--- src/rtl/pipe_stage_buf_pkg.sv ---
// Shared pipeline definitions: buffer occupancy states, default payload widths
// and NOP-style bubble constants used as flush values.
package pipe_stage_buf_pkg;

  typedef enum logic [1:0] {
    ST_EMPTY = 2'd0,
    ST_ONE   = 2'd1,
    ST_TWO   = 2'd2
  } buf_state_e;

  localparam int PC_W       = 32;
  localparam int INSTR_W    = 32;
  localparam int DATA_W_DEF = PC_W + INSTR_W;

  // RISC-V canonical NOP (addi x0, x0, 0) in the low word, zero pc above it
  localparam logic [INSTR_W-1:0]      NOP_INSTR = 32'h0000_0013;
  localparam logic [DATA_W_DEF-1:0]   FLUSH_NOP = {{PC_W{1'b0}}, NOP_INSTR};

endpackage

--- src/rtl/pipe_stage_buf_if.sv ---
// Valid/ready/data handshake bundle; master drives valid and data, slave drives ready.
interface pipe_stage_buf_if import pipe_stage_buf_pkg::*; #(
  parameter int DATA_W = DATA_W_DEF
);
  logic              valid;
  logic [DATA_W-1:0] data;
  logic              ready;

  modport master (output valid, output data, input ready);
  modport slave  (input valid, input data, output ready);
endinterface

--- src/rtl/pipe_stage_buf_sat_counter.sv ---
// Saturating up-counter with enable, shared by the core performance counters.
module sat_counter #(
  parameter int CNT_W = 16
) (
  input  logic             clk,
  input  logic             rst,
  input  logic             enable,
  output logic [CNT_W-1:0] count
);

  localparam logic [CNT_W-1:0] CNT_MAX = {CNT_W{1'b1}};
  localparam logic [CNT_W-1:0] CNT_ONE = {{(CNT_W-1){1'b0}}, 1'b1};

  always_ff @(posedge clk or negedge rst) begin
    if (!rst) begin
      count <= '0;
    end else if (enable && (count != CNT_MAX)) begin
      count <= count + CNT_ONE;
    end
  end

endmodule

--- src/rtl/pipe_stage_buf.sv ---
// Elastic pipeline-stage register with optional 2-entry skid buffer, flush,
// freeze / SRAM-stall hold and a saturating stall-cycle counter.
module pipe_stage_buf import pipe_stage_buf_pkg::*; #(
  parameter int                DATA_W    = DATA_W_DEF,
  parameter int                SKID      = 1,
  parameter logic [DATA_W-1:0] FLUSH_VAL = '0,
  parameter int                CNT_W     = 16
) (
  input  logic              clk,
  input  logic              rst,
  pipe_stage_buf_if.slave   up,
  pipe_stage_buf_if.master  dn,
  input  logic              flush,
  input  logic              freeze,
  input  logic              mem_ready,
  output logic [CNT_W-1:0]  stall_cnt
);

  buf_state_e        state;
  logic [DATA_W-1:0] main_q;
  logic [DATA_W-1:0] skid_q;
  logic              run_q;
  logic              hold;
  logic              main_full;
  logic              skid_full;
  logic              in_fire;
  logic              out_fire;

  assign hold      = freeze | ~mem_ready;
  assign main_full = (state != ST_EMPTY);
  assign skid_full = (state == ST_TWO);

  // run_q keeps in_ready low throughout reset and lifts it on the first edge after release
  generate
    if (SKID != 0) begin : g_skid
      assign up.ready = run_q & ~skid_full & ~hold;
    end else begin : g_noskid
      assign up.ready = run_q & (~main_full | dn.ready) & ~hold;
    end
  endgenerate

  assign in_fire  = up.valid & up.ready;
  assign out_fire = dn.valid & dn.ready;
  assign dn.valid = main_full & ~hold;
  assign dn.data  = main_q;

  always_ff @(posedge clk or negedge rst) begin
    if (!rst) begin
      state  <= ST_EMPTY;
      main_q <= FLUSH_VAL;
      skid_q <= FLUSH_VAL;
      run_q  <= 1'b0;
    end else begin
      run_q <= 1'b1;
      if (flush) begin
        state  <= ST_EMPTY;
        main_q <= FLUSH_VAL;
      end else if (!hold) begin
        case (state)
          ST_EMPTY: begin
            if (in_fire) begin
              main_q <= up.data;
              state  <= ST_ONE;
            end
          end
          ST_ONE: begin
            if (in_fire && out_fire) begin
              main_q <= up.data;
            end else if (out_fire) begin
              state <= ST_EMPTY;
            end else if (in_fire) begin
              skid_q <= up.data;
              state  <= ST_TWO;
            end
          end
          ST_TWO: begin
            if (out_fire) begin
              main_q <= skid_q;
              state  <= ST_ONE;
            end
          end
          default: state <= ST_EMPTY;
        endcase
      end
    end
  end

  // Beats killed by a flush are not counted as stalled
  sat_counter #(
    .CNT_W (CNT_W)
  ) u_stall_cnt (
    .clk    (clk),
    .rst    (rst),
    .enable (main_full & ~out_fire & ~flush),
    .count  (stall_cnt)
  );

endmodule

--- src/flat_wrapper.sv ---
// flat-port wrapper written by rule: the top's interface ports become plain ports
module pipe_stage_buf_flat import pipe_stage_buf_pkg::*;
#(
  parameter int                DATA_W    = DATA_W_DEF,
  parameter int                SKID      = 1,
  parameter logic [DATA_W-1:0] FLUSH_VAL = '0,
  parameter int                CNT_W     = 16
)
  (clk, rst, flush, freeze, mem_ready, stall_cnt, up_valid, up_data, up_ready, dn_valid, dn_data, dn_ready);
  pipe_stage_buf_if #(.DATA_W(DATA_W)) up_i ();
  pipe_stage_buf_if #(.DATA_W(DATA_W)) dn_i ();
  input  logic clk;
  input  logic rst;
  input  logic flush;
  input  logic freeze;
  input  logic mem_ready;
  output logic [CNT_W-1:0] stall_cnt;
  input wire logic [$bits(up_i.valid)-1:0] up_valid;
  input wire logic [$bits(up_i.data)-1:0] up_data;
  output wire logic [$bits(up_i.ready)-1:0] up_ready;
  output wire logic [$bits(dn_i.valid)-1:0] dn_valid;
  output wire logic [$bits(dn_i.data)-1:0] dn_data;
  input wire logic [$bits(dn_i.ready)-1:0] dn_ready;
  assign up_i.valid = up_valid;
  assign up_i.data = up_data;
  assign up_ready = up_i.ready;
  assign dn_valid = dn_i.valid;
  assign dn_data = dn_i.data;
  assign dn_i.ready = dn_ready;
  pipe_stage_buf #(.DATA_W(DATA_W), .SKID(SKID), .FLUSH_VAL(FLUSH_VAL), .CNT_W(CNT_W)) u_core (.clk(clk), .rst(rst), .up(up_i), .dn(dn_i), .flush(flush), .freeze(freeze), .mem_ready(mem_ready), .stall_cnt(stall_cnt));
endmodule
--- config.mk ---
export PLATFORM = sky130hd
export DESIGN_NAME = pipe_stage_buf_flat
export DESIGN_NICKNAME = d
export VERILOG_FILES = /design/src/rtl/pipe_stage_buf_pkg.sv /design/src/rtl/pipe_stage_buf_if.sv /design/src/rtl/pipe_stage_buf_sat_counter.sv /design/src/rtl/pipe_stage_buf.sv /design/src/flat_wrapper.sv
export SDC_FILE = /design/constraint.sdc
export NUM_CORES = 1
export LEC_CHECK = 0
export ABC_AREA = 1
export BUFFER_PORTS_ARGS = -buffer_cell sky130_fd_sc_hd__buf_2
export CAP_MARGIN = 20
export CORE_UTILIZATION = 50
export CTS_CLUSTER_DIAMETER = 80
export DETAILED_ROUTE_END_ITERATION = 10
export PLACE_DENSITY = 0.77
export SYNTH_ARGS = -nofsm -noshare
export SYNTH_HDL_FRONTEND = slang
export SYNTH_SLANG_ARGS = --single-unit
export TNS_END_PERCENT = 10
--- constraint.sdc ---
create_clock -name clk -period 1.6 [get_ports clk]
set_input_delay 0.32 -clock clk [delete_from_list [all_inputs] [get_ports clk]]
set_output_delay 0.32 -clock clk [all_outputs]
set_load 0.02 [all_outputs]
== Word level (Yosys, flattened, before mapping) ==
Cells that the tools add are included.

* Register bits after elaboration: 147
* Latch bits: 0
* Memory bits (writable): 0
* Bits in read-only memories: 0
* Input port bits: 71
* Output and inout bits: 82
* Word-level logic and storage cells: 51
* Memories kept: 0

* $add $sub $neg: 1
* Multipliers: 0
* Div/mod/pow operators: 0
* Order comparisons: 0
* Equal/unequal tests: 9
* Shift-type cells: 0
* Multiplexer cells: 14
* Bitwise gates (word level): 14
* Reduce and logical (&&, ||, !) cells: 8

{| class="wikitable"
|+ Operators by type and width
! cell !! count
|-
| 64-bit 2-to-1 mux || 5
|-
| 64-bit one-hot mux with 3 select lines || 1
|-
| 16-bit by 1-bit adder with 16-bit output (second input constant) || 1
|-
| 16-bit inequality test (second input constant) || 1
|-
| 2-bit 2-to-1 mux || 7
|-
| 5-bit AND reduction || 2
|-
| 1-bit AND || 7
|-
| 3-bit by 2-bit inequality test with 1-bit output (second input constant) || 2
|-
| 3-bit inequality test (second input constant) || 2
|-
| 1-bit inverter || 6
|-
| 2-bit one-hot mux with 3 select lines || 1
|-
| 6-bit AND reduction || 1
|-
| 4-bit by 2-bit inequality test with 1-bit output (second input constant) || 1
|-
| 4-bit nonzero test || 1
|-
| 2-bit by 1-bit == test with 1-bit output (second input constant) || 1
|-
| 2-bit == test (second input constant) || 1
|-
| 1-bit logical AND || 2
|-
| 2-bit logical NOT || 1
|-
| 2-bit inequality test (second input constant) || 1
|-
| 2-bit nonzero test || 1
|-
| 1-bit bitwise OR || 1
|}

== Depth between registers and ports, before layout ==
Gate-level depths: netlist of run 1.

* Word-level depth: 11
* Mapped depth: 11
* Gate-level depth less buffers: 10

== Cells and area by module ==
A second synthesis of run 1 with hierarchy kept.

* Cells, all modules: 894
* Area total of the unflattened synthesis: 7269.5 µm²

{| class="wikitable"
|+ By module, submodules not included
! module !! instances !! cells an instance !! area an instance (µm²) !! sequential area each (µm²)
|-
| pipe_stage_buf || 1 || 747 || 6238.5 || 3278.1
|-
| sat_counter || 1 || 147 || 1031.0 || 400.4
|}

== Worst setup path after synthesis of run 1 ==
OpenSTA, ideal clock, no wires.

* Path type: flip-flop to flip-flop
* From: register u_core.u_stall_cnt.count[0]
* To: register u_core.u_stall_cnt.count[10]
* Library setup time: 123 ps
* Data arrival time: 1618 ps
* Data required time: 1477 ps
* Setup slack: -141 ps
* Stages on the path, launching flop included: 10
* Buffers on the path: 1
* Period minus slack after synthesis: 1741 ps
* Cell sequence: dfrtp_1 > ha_1 > nand3_2 > nor3_4 > nand3_1 > nand2_2 > inv_2 > buf_6 > nand3_1 > nand2_1

* Word-level cells in the longest chain between the ends: 2
* Elaborated cells on any way between the ends: 3
* Those cells by class: add/sub (1); eq/ne (1); reduce/logical (1)

{| class="wikitable"
|+ RTL lines
! element !! RTL line !! text
|-
| start, declared || pipe_stage_buf_sat_counter.sv:8 || <nowiki>output logic [CNT_W-1:0] count</nowiki>
|-
| start signal, assigned || pipe_stage_buf_sat_counter.sv:18 || <nowiki>count <= count + CNT_ONE;</nowiki>
|-
| parallel branches: the longest is 2 deep, another holds 16-bit by 1-bit adder with 16-bit output || -- ||
|}

Parallel ways; which one is timed is not known.
A chain may end at the register's enable or synchronous reset.

== Final worst setup path of run 1 ==
* From: register u_core.state[0]
* To: register u_core.main_q[45] (netlist: u_core.dn.data[45])

* Word-level cells in the longest chain between the ends: 8
* Elaborated cells on any way between the ends: 19
* Those cells by class: eq/ne (5); mux (3); bitwise (6); reduce/logical (5)

{| class="wikitable"
|+ RTL lines
! element !! RTL line !! text
|-
| start, declared || pipe_stage_buf.sv:19 || <nowiki>buf_state_e state;</nowiki>
|-
| start signal, assigned || pipe_stage_buf.sv:49 || <nowiki>state <= ST_EMPTY;</nowiki>
|-
| start signal, assigned || pipe_stage_buf.sv:56 || <nowiki>state <= ST_EMPTY;</nowiki>
|-
| start signal, assigned || pipe_stage_buf.sv:63 || <nowiki>state <= ST_ONE;</nowiki>
|-
| 2-bit == test || pipe_stage_buf.sv:31, pipe_stage_buf.sv:59 ||
|-
| 1-bit inverter || pipe_stage_buf.sv:36 || <nowiki>assign up.ready = run_q & ~skid_full & ~hold;</nowiki>
|-
| 1-bit AND (2 in a row) || pipe_stage_buf.sv:36 ||
|-
| 1-bit AND || pipe_stage_buf.sv:42 || <nowiki>assign in_fire = up.valid & up.ready;</nowiki>
|-
| 1-bit logical AND || pipe_stage_buf.sv:67 || <nowiki>if (in_fire && out_fire) begin</nowiki>
|-
| 3-bit by 2-bit inequality test with 1-bit output (no source line) || -- ||
|-
| 5-bit AND reduction (no source line) || -- ||
|-
| end signal, assigned || pipe_stage_buf.sv:62 || <nowiki>main_q <= up.data;</nowiki>
|-
| end signal, assigned || pipe_stage_buf.sv:68 || <nowiki>main_q <= up.data;</nowiki>
|-
| end signal, assigned || pipe_stage_buf.sv:78 || <nowiki>main_q <= skid_q;</nowiki>
|-
| end, declared || pipe_stage_buf.sv:20 || <nowiki>logic [DATA_W-1:0] main_q;</nowiki>
|}

Several ways; a longest one is shown, not always the timed one. The select of a mux whose other input is x is not followed.

==> results.md, run 1 <==
- Leakage Power: approximately 5.2 nW
- HP Class: in -> reg
- Pre-Repair DR Iteration Count: 5
- Die footprint: roughly 15,000 um^2
- Num CTS Buffers: 17
- Die W: around 120 um
- GPL Wtd Cong: approximately 0.84
- GRT Residual Overflow: 0
- RSZ-0062 raised after global routing: true
- Core Region: ~14,000 um^2
- Slowest stage delay, CP: ~0.43 ns
- CTS tree: yes
- PortBufs: about 150
- Crit path arrival time: between 2 and 2.5 ns
- First-pass GRT wire length: between 30,000 and 40,000 um
- Yosys cell types: 30
- Max VDD drop: a little under 0.001 V
- Vias in the first global route: between 6,000 and 7,000
- Via-per-instance ratio: 5.37
- CTS root buffer: clkbuf_16
- Area Overhead vs Synth: 32.5%
- Floorplan die height: around 120 um
- Worst skew pair latency: 0.43 ns
- Initial antenna violation count: 5
- Gr usage total: a little over a quarter
- Layout cell share with drive strength beyond 1: 31.3%
- Pwr/cell area: between 1500 and 2000 nW/um^2
- Final HPWL DP: 12,000 um
- Io pins: ~150
- Clock skew: between 0.01 and 0.015 ns
- Number of placed cells counting well taps: roughly 1,200
- Starting Density: 52.0%
- Setup ws final: -0.119 ns
- Syn Std Cell Area: roughly 7300 um^2
- Largest net degree at the start of global routing: 50
- Status: finished with violations
- Hold WS: roughly 0.11 ns
- Total of warnings raised by yosys: 0
- Final setup fails: 130
- Fmax: 0.582 GHz
- Final Non-Filler Cells: around 1,300
- Slew Limit Fails: 0
- DR DRC count: 0
- Critical-path maximum fanout: 6
- Fin. Hold Viols: 0
- Total chip power: roughly 15 mW
- DR vias: around 7,000
- H-tree depth: 4
- Sequential area share after synthesis: 50.2%
- Row cnt: between 40 and 50
- Worst EP required: between 1.5 and 2 ns
- Register area: 3680 um^2
- Final period utilization: 107%
- WL final: around 21,000 um
- Final ANT Viol Nets: 0
- Area of the multi-input gates: 3290 um^2
- Final #Nets: ~1,200
- CP startpoint kind: register
- Filler cell count: ~1,100
- Average wire per standard cell: about 16 um
- Total of max-cap violations: 0
- Critical-path cell list: inv_2, nand2_4, nand3_2, nor2_2, nand3_2, nand2_8, nand2_4, buf_12, nand2_1, nand2_1
- Violations in the final reports: negative setup slack
- Clk slew on worst S/H paths: 0.07 ns
- Syn nets: just under 1,000
- Setup crit end kind: register
- Initial DRC count: about 600
- Mapped Avg Cell Area: ~8 um^2
- Setup CP Type: reg -> reg
- CTS sink cnt: between 100 and 150
- Syn Inst Count: roughly 910
- Tmin final: between 1.5 and 2 ns
- Clock Tree Buf Depth: 2
- CP max-delay cell: dfrtp_1
- Seq cells post-synth: approximately 150
## cells by family after synthesis
logic type      synth area share [%]
simple gates                    32.7
flops                           50.2
compound gates                  7.53
buf+inv                         8.10
xor+xnor                        1.20
fa+ha+maj                      0.171
other cells                   0.0512
## flip-flops by register name (all words and copies together) (netlist names)
name and cells:
u_core.dn.data 64, u_core.run_q 1, u_core.skid_q 64, u_core.state 2, u_core.u_stall_cnt.count 16
## timing repair
action | 4_1_cts | 5_1_grt
resized for setup | 11 | 73
endpoints found under the setup margin | 147 | 146
gates cloned | 0 | 13
pin swaps | 3 | 9
endpoints found under the hold margin | 33 | 0
hold buffers | 1 | 0
setup buffers | 7 | 4
## critical path: cells and delay by family (launching register included)
kind	cells	cell delay, ns
flip-flops	1	0.43
buffers and inverters	2	0.24
AND/OR/NAND/NOR	8	0.94
## synth_stat cells (all sizes together)
cell type | count | area share, %
inv | 41 | 2.1
buf | 43 | 5.3
xor2 | 6 | 0.72
o21ai | 42 | 2.9
conb | 1 | 0.051
a21oi | 66 | 4.7
clkbuf | 13 | 0.67
nor3b | 1 | 0.10
nor4 | 1 | 0.085
nand2 | 439 | 23
nor3 | 6 | 0.56
xnor2 | 4 | 0.48
dfrtp | 147 | 50
ha | 1 | 0.17
nand3 | 80 | 7.7
nor2 | 16 | 0.92
nand4 | 5 | 0.51
## layout make-up
type | instances | share of cell area, %
diodes | 5 | 0.129
clock buffers | 21 | 4.85
clock inverters | 11 | 1.62
inverters | 41 | 1.79
multi-input cells | 669 | 33.9
flip-flops and latches | 147 | 37.9
well taps | 180 | 2.32
repair buffers | 219 | 17.5
## path summary, 6_finish.rpt
kind | startpoint | endpoint | slack, ns | cells past startpoint
min in group asynchronous | rst | u_core.dn.data[25] | 0.35 | 2
setup / recovery | u_core.state[0] | u_core.dn.data[45] | -0.12 | 10
hold reg to reg | u_core.dn.data[57] | u_core.dn.data[57] | 0.46 | 2
hold / removal | up_data[29] | u_core.skid_q[29] | 0.11 | 3
max in group asynchronous | rst | u_core.state[1] | 0.65 | 3
setup reg to reg | u_core.state[0] | u_core.dn.data[45] | -0.12 | 10
## stage by stage
step / worst slack [ns] / util [%] / TNS [ns] / instance area (um^2)
2_1_floorplan: 0.00205 / - / 0 / 7350
3_3_place_gp: -0.119 / 59.5 / -9.34 / 8390
3_5_place_dp: -0.146 / 59.5 / -10.66 / 8390
4_1_cts: -0.0615 / 64.6 / -1.91 / 9110
5_1_grt: -0.211 / 68.8 / -19.55 / 9700
6_report: -0.119 / 68.9 / -8.45 / 9710
## metal layers
layer	vias up	routed length, um	global-route usage [%]
li1	3270	-	-
met1	3302	8920	34.1
met2	324	9940	40.8
met3	45	1640	7.20
met4	2	387	10.7
met5	-	13	0
## placed cells by master (no fill, tap or decap), types with 8 or more instances in the layout
master	netlist	routed
nand2_1	434	402
buf_2	17	150
dfrtp_1	147	143
a21oi_1	65	64
nand3_1	48	42
o21ai_0	41	38
nand3_2	32	36
inv_1	35	34
buf_4	2	30
nand2_2	2	28
clkbuf_16	0	27
buf_12	1	16
nor2_1	15	12
buf_6	20	11
nand2_4	3	8
## where the power goes
part	internal, mW	switching [mW]	total [mW]
logic	1.97	3.11	5.07
clock network	2.72	1.58	4.29
registers	5.01	0.797	5.81
total	9.70	5.48	15.2
Note: power is estimated with default switching activity, not from simulation.
==> run 2, diff against run 1 <==
--- a/config.mk
+++ b/config.mk
@@ -12,5 +12,5 @@
 export CTS_CLUSTER_DIAMETER = 80
 export DETAILED_ROUTE_END_ITERATION = 10
-export PLACE_DENSITY = 0.77
+export PLACE_DENSITY = 0.74
 export SYNTH_ARGS = -nofsm -noshare
 export SYNTH_HDL_FRONTEND = slang
==> constraint.sdc (replaced) <==
create_clock -name clk -period 2.02 [get_ports clk]
set_input_delay 0.101 -clock clk [delete_from_list [all_inputs] [get_ports clk]]
set_output_delay 0.101 -clock clk [all_outputs]
set_load 0.02 [all_outputs]
==> run 2 against run 1 <==
Compared with the run above:
- sequential share of layout area rose by 1.5 points
- the run now ends clean
- largest power group unchanged
- non-clock buffer count rose by 19
- first-iteration DRC count fell by 20%
==> results.md, run 2 (synthesis gave the netlist of run 1 again) <==
- Status: completed
- Pre-Repair DR Iteration Count: 5 (unchanged)
- Num CTS Buffers: 17 (unchanged)
- DR DRC count: 0 (unchanged)
- Final HPWL DP: 11,400 um (-4.5%)
- Die W: 123 um (unchanged)
- Largest net degree at the start of global routing: 66 (+32%)
- Crit path arrival time: 2.23 ns (+0.20 ns)
- Worst EP required: 2.37 ns (+0.46 ns)
- Via-per-instance ratio: 5.10 (-5.0%)
- Die footprint: 15,100 um^2 (unchanged)
- Post-layout util: 66.2% (-2.7 points)
- CTS root buffer: clkbuf_16
- CP startpoint kind: register
- CTS tree: yes
- Pwr/cell area: 1170 nW/um^2 (-25%)
- Row cnt: 43 (unchanged)
- PortBufs: 152 (unchanged)
- Commonest non-fill, non-tap cell in the layout: nand2_1
- HP Class: in -> reg
- Post-CTS setup buffers: 0 (-7)
- Final ANT Viol Nets: 0 (unchanged)
- Rel. slew slack: 42.3%
- Post-CTS sizing: 0 (-11)
- Most frequent cells in the layout: nand2_1, buf_2, dfrtp_1
- RSZ-0062 raised after global routing: false
- Final period utilization: 92.7% (-15 points)
- Diode count: 0 (-5)
- Hold buffer count at CTS: 65 (+64)
- Floorplan die height: 123 um (unchanged)
- Area Overhead vs Synth: 27.4%
- Clock skew: 0.00462 ns (-0.00673 ns)
- Worst slew pin tran: roughly 0.86 ns
- WL final: 18,700 um (-11%)
- GRT Residual Overflow: 0 (unchanged)
- Total of max-cap violations: 0 (unchanged)
- Gr usage total: 26.0% (-0.044 points)
- Fin. Hold Viols: 0 (unchanged)
- Setup CP Type: reg -> reg
- Worst skew pair latency: 0.41 ns (-0.02 ns)
- Hold WS: 0.147 ns (+0.0401 ns)
- Setup crit end kind: register
- Fmax: 0.534 GHz (-8.2%)
- Max VDD drop: 0.000578 V (-42%)
- Vias in the first global route: 6,261 (-2.5%)
- Core Region: 14,100 um^2 (unchanged)
- Final #Nets: 1,185 (+1.5%)
- First-pass GRT wire length: 30,400 um (-0.81%)
- Final setup fails: 0 (-100%)
- Starting Density: 52.0% (unchanged)
- Clock Tree Buf Depth: 2 (unchanged)
- Average wire per standard cell: 14.3 um (-12%)
- Slew Limit Fails: 0 (unchanged)
- Tmin final: 1.87 ns (+0.153 ns)
- Io pins: 153 (unchanged)
- Layout cell share with drive strength beyond 1: 21.9% (-9.4 points)
- Leakage Power: 5.02 nW (-3.2%)
- H-tree depth: 4 (unchanged)
- TNS Setup: 0 ns (+8.45 ns)
- CTS sink cnt: 147 (unchanged)
- GPL Wtd Cong: 0.852 (+1.9%)
- Clk slew on worst S/H paths: 0.06 ns (about the same)
- Initial DRC count: 476 (-20%)
- Critical-path maximum fanout: 47 (+41)
- DR vias: 6,661 (-4.1%)
- Initial antenna violation count: 0 (-5)
run 2: cell count changes in the layout (fill, tap and decap cells not counted), moves of 5 or more:
| cell | change |
|---|---|
| buf_4 | -15 |
| clkbuf_16 | -10 |
| clkbuf_1 | +5 |
| buf_12 | -10 |
| diode_2 | -5 |
| nand3_1 | +6 |
| dlygate4sd3_1 | +64 |
| nand2_4 | -5 |
| nand2_1 | +32 |
| nand2_2 | -26 |
| buf_6 | -10 |
run 2: worst max-delay path, cell delays in order, from the launching register on:
cell and delay (ns):
dfrtp_1 0.44, nor2_1 0.12, nor2_4 0.14, nand2_4 0.07
nand2_1 0.10, nor2_4 0.06, inv_2 0.62, nand2_1 0.14
nand2_1 0.10
run 2: layout make-up:
class | instances | area [um^2]
Multi-Input combinational cell | 668 | 3060
Tap cell | 180 | 225
Clock inverter | 4 | 45.0
Inverter | 41 | 154
Fill cell | 1215 | 4770
Clock buffer | 28 | 517
Timing Repair Buffer | 238 | 1650
Sequential cell | 147 | 3680
run 2: path summary, 6_finish.rpt:
check	depth (start not counted)	slack, ns	to	from
setup reg to reg	8	0.15	u_core.skid_q[48]	u_core.state[1]
max in group asynchronous	3	1.18	u_core.u_stall_cnt.count[14]	rst
min in group asynchronous	2	0.18	u_core.skid_q[60]	rst
hold reg to reg	2	0.46	u_core.dn.data[36]	u_core.dn.data[36]
setup / recovery	8	0.15	u_core.skid_q[48]	u_core.state[1]
hold / removal	5	0.15	u_core.state[0]	dn_ready
run 2: where the power goes:
group | internal, mW | total (mW) | switching, mW
Combinational | 1.15 | 3.33 | 2.18
Clock | 1.85 | 3.00 | 1.14
Sequential | 3.96 | 4.54 | 0.576
run 2: layer usage:
layer  GRT usage [%]  share of wire (%)  vias to the layer above
met1            34.0                 44                     3126
met5               0                  0                        -
met3            5.12                5.9                       25
met2            43.4                 48                      221
li1                -                  -                     3289
met4            8.51                1.6                        0
run 2: through the flow:
step	total power, mW	setup slack (ns)	instances	cell area, um^2
6_report	10.9	0.147	1306	9330
2_1_floorplan	6.75	0.279	912	7320
3_5_place_dp	7.81	0.190	1209	8120
3_3_place_gp	7.72	0.237	1209	8120
4_1_cts	10.9	0.175	1306	9330
5_1_grt	11.6	0.00203	1306	9330
==> run 3, diff against run 2 <==
- PLACE_DENSITY: 0.74 -> 0.77
- clock period: 2.02 -> 1.61 ns (I/O delays scaled with it)
==> run 3 against run 2 <==
Compared with the run above:
- the flow now finishes with violations (negative setup slack)
- wire length increased by 15%
- worst setup slack lost 0.24 ns
- clock-buffer cell count is 5 lower
- via count grew 6.0%
==> results.md, run 3 (synthesis gave the netlist of run 1 again) <==
- Internal: 9.76 mW (+40%)
- Starting Density: 52.0% (unchanged)
- GPL Wtd Cong: 0.836 (-2.0%)
- Via-per-instance ratio: 5.25 (+2.9%)
- Pre-Repair DR Iteration Count: 5 (unchanged)
- First-pass GRT wire length: 31,300 um (+2.9%)
- Final HPWL DP: 11,900 um (+4.0%)
- DR vias: 7,061 (+6.0%)
- Post-Place Setup Slack: -0.0843 ns (-0.275 ns)
- Final ANT Viol Nets: 0 (unchanged)
- H-tree depth: 4 (unchanged)
- Sw frac: 35.5% (-0.44 points)
- Final #Nets: 1,225 (+3.4%)
- CP startpoint kind: register
- Largest net degree at the start of global routing: 50 (-24%)
- Setup crit end kind: register
- Clock skew: 0.00592 ns (+0.00129 ns)
- Die W: 123 um (unchanged)
- PortBufs: 152 (unchanged)
- Area Overhead vs Synth: 40.8%
- Clk slew on worst S/H paths: 0.06 ns (about the same)
- CTS root buffer: clkbuf_16
- Sw power: 5.37 mW (+37%)
- Fin. Hold Viols: 0 (unchanged)
- Diode count: 0 (unchanged)
- RSZ-0062 raised after global routing: true
- Initial antenna violation count: 0 (unchanged)
- Pwr/cell area: 1470 nW/um^2 (+26%)
- CTS tree: yes
- Status: finished with violations
- Slew Limit Fails: 0 (unchanged)
- Violations in the final reports: negative setup slack
- Core Region: 14,100 um^2 (unchanged)
- Clock Tree Buf Depth: 2 (unchanged)
- Clk pwr share: 28.7% (+1.1 points)
- Final period utilization: 106% (+13 points)
- Commonest non-fill, non-tap cell in the layout: nand2_1
- Leakage Power: 5.40 nW (+7.5%)
- Vias in the first global route: 6,428 (+2.7%)
- Row cnt: 43 (unchanged)
- Setup ws final: -0.0957 ns (-0.243 ns)
- CTS sink cnt: 147 (unchanged)
- Crit path arrival time: 2.02 ns (-0.21 ns)
- Most frequent cells in the layout: nand2_1, buf_2, dfrtp_1
- Combinational power share: 33.1% (+2.4 points)
- WL final: 21,500 um (+15%)
- Total of max-cap violations: 0 (unchanged)
- Post-layout instance area: 10,300 um^2 (+11%)
- Final setup fails: 124 (+124)
- Seq pwr share: 38.2% (-3.6 points)
- Gr usage total: 26.6% (+0.57 points)
- HP Class: in -> async
- Initial DRC count: 537 (+13%)
- Setup CP Type: reg -> reg
- Io pins: 153 (unchanged)
- DR DRC count: 0 (unchanged)
- Register area: 3680 um^2 (+0.17%)
- Filler cell count: 1,026 (-16%)
- Floorplan die height: 123 um (unchanged)
- Max VDD drop: 0.000921 V (+59%)
- GRT Residual Overflow: 0 (unchanged)
- Cell area after placement: 8350 um^2 (+2.9%)
- Area of the multi-input gates: 3300 um^2 (+8.0%)
- Layout cell share with drive strength beyond 1: 28.8% (+6.9 points)
- Average wire per standard cell: 16.0 um (+12%)
- Tmin final: 1.71 ns (-0.167 ns)
- Fmax: 0.586 GHz (+9.8%)
- Num CTS Buffers: 17 (unchanged)
- Worst EP required: 1.93 ns (-0.44 ns)
- Die footprint: 15,100 um^2 (unchanged)
- Critical-path maximum fanout: 8 (-83%)
- Worst skew pair latency: 0.43 ns (+0.02 ns)
- Post-layout util: 73.1% (+7.0 points)
- Hold WS: 0.132 ns (-0.0156 ns)
## run 3: final cells by class
class	count	area share (%)
multi-input cells	668	32.0
inverters	41	1.59
clock inverters	9	1.71
clock buffers	23	4.54
well taps	180	2.18
flip-flops and latches	147	35.7
repair buffers	278	22.2
## run 3: metrics by stage
| step | power [mW] | setup TNS [ns] | instances |
|---|---|---|---|
| 2_1_floorplan | 8.51 | 0 | 912 |
| 3_3_place_gp | 9.85 | -0.620 | 1227 |
| 3_5_place_dp | 9.98 | -1.56 | 1227 |
| 4_1_cts | 14.6 | -2.26 | 1329 |
| 5_1_grt | 15.9 | -12.28 | 1346 |
| 6_report | 15.1 | -4.40 | 1346 |
## run 3: worst max-delay path, stage by stage (launching register included)
cell,delay [ns]
dfrtp_2,0.48
buf_6,0.16
nor3_4,0.16
nand2_2,0.09
nor2_4,0.21
clkinv_4,0.17
clkbuf_16,0.21
nand2_4,0.06
nand2_2,0.05
## run 3: layer usage
metal | share of wire (%) | global-route usage [%] | wire [um] | vias to the layer above
li1 | - | - | - | 3372
met2 | 49 | 43.1 | 10500 | 291
met4 | 1.8 | 8.43 | 385 | 0
met5 | 0 | 0 | 0 | -
met1 | 42 | 35.7 | 9090 | 3357
met3 | 7.0 | 5.58 | 1510 | 41
## run 3: power groups by stage
stage | Combinational (mW) | Clock, mW | Sequential (mW)
5_1_grt | 5.48 | 4.55 | 5.92
3_3_place_gp | 4.17 | 0 | 5.68
4_1_cts | 4.54 | 4.39 | 5.67
6_report | 5.00 | 4.35 | 5.78
2_1_floorplan | 2.12 | 0 | 6.39
3_5_place_dp | 4.27 | 0 | 5.71
## run 3: what timing repair did
item,in CTS,in global routing
gates resized for setup,6,70
setup endpoints to repair,97,145
gates cloned,1,14
setup buffers,4,4
hold endpoints to repair,211,0
pin swaps,1,13
hold buffers,65,0
## run 3: path summary, 6_finish.rpt
check	depth (start not counted)	slack [ns]	to	startpoint
setup / recovery	8	-0.1	u_core.skid_q[20]	u_core.state[1]
setup reg to reg	8	-0.1	u_core.skid_q[20]	u_core.state[1]
hold reg to reg	2	0.47	u_core.dn.data[42]	u_core.dn.data[42]
max in group asynchronous	3	0.87	u_core.u_stall_cnt.count[2]	rst
min in group clk	7	0.24	u_core.u_stall_cnt.count[12]	dn_ready
hold / removal	2	0.13	u_core.skid_q[23]	rst
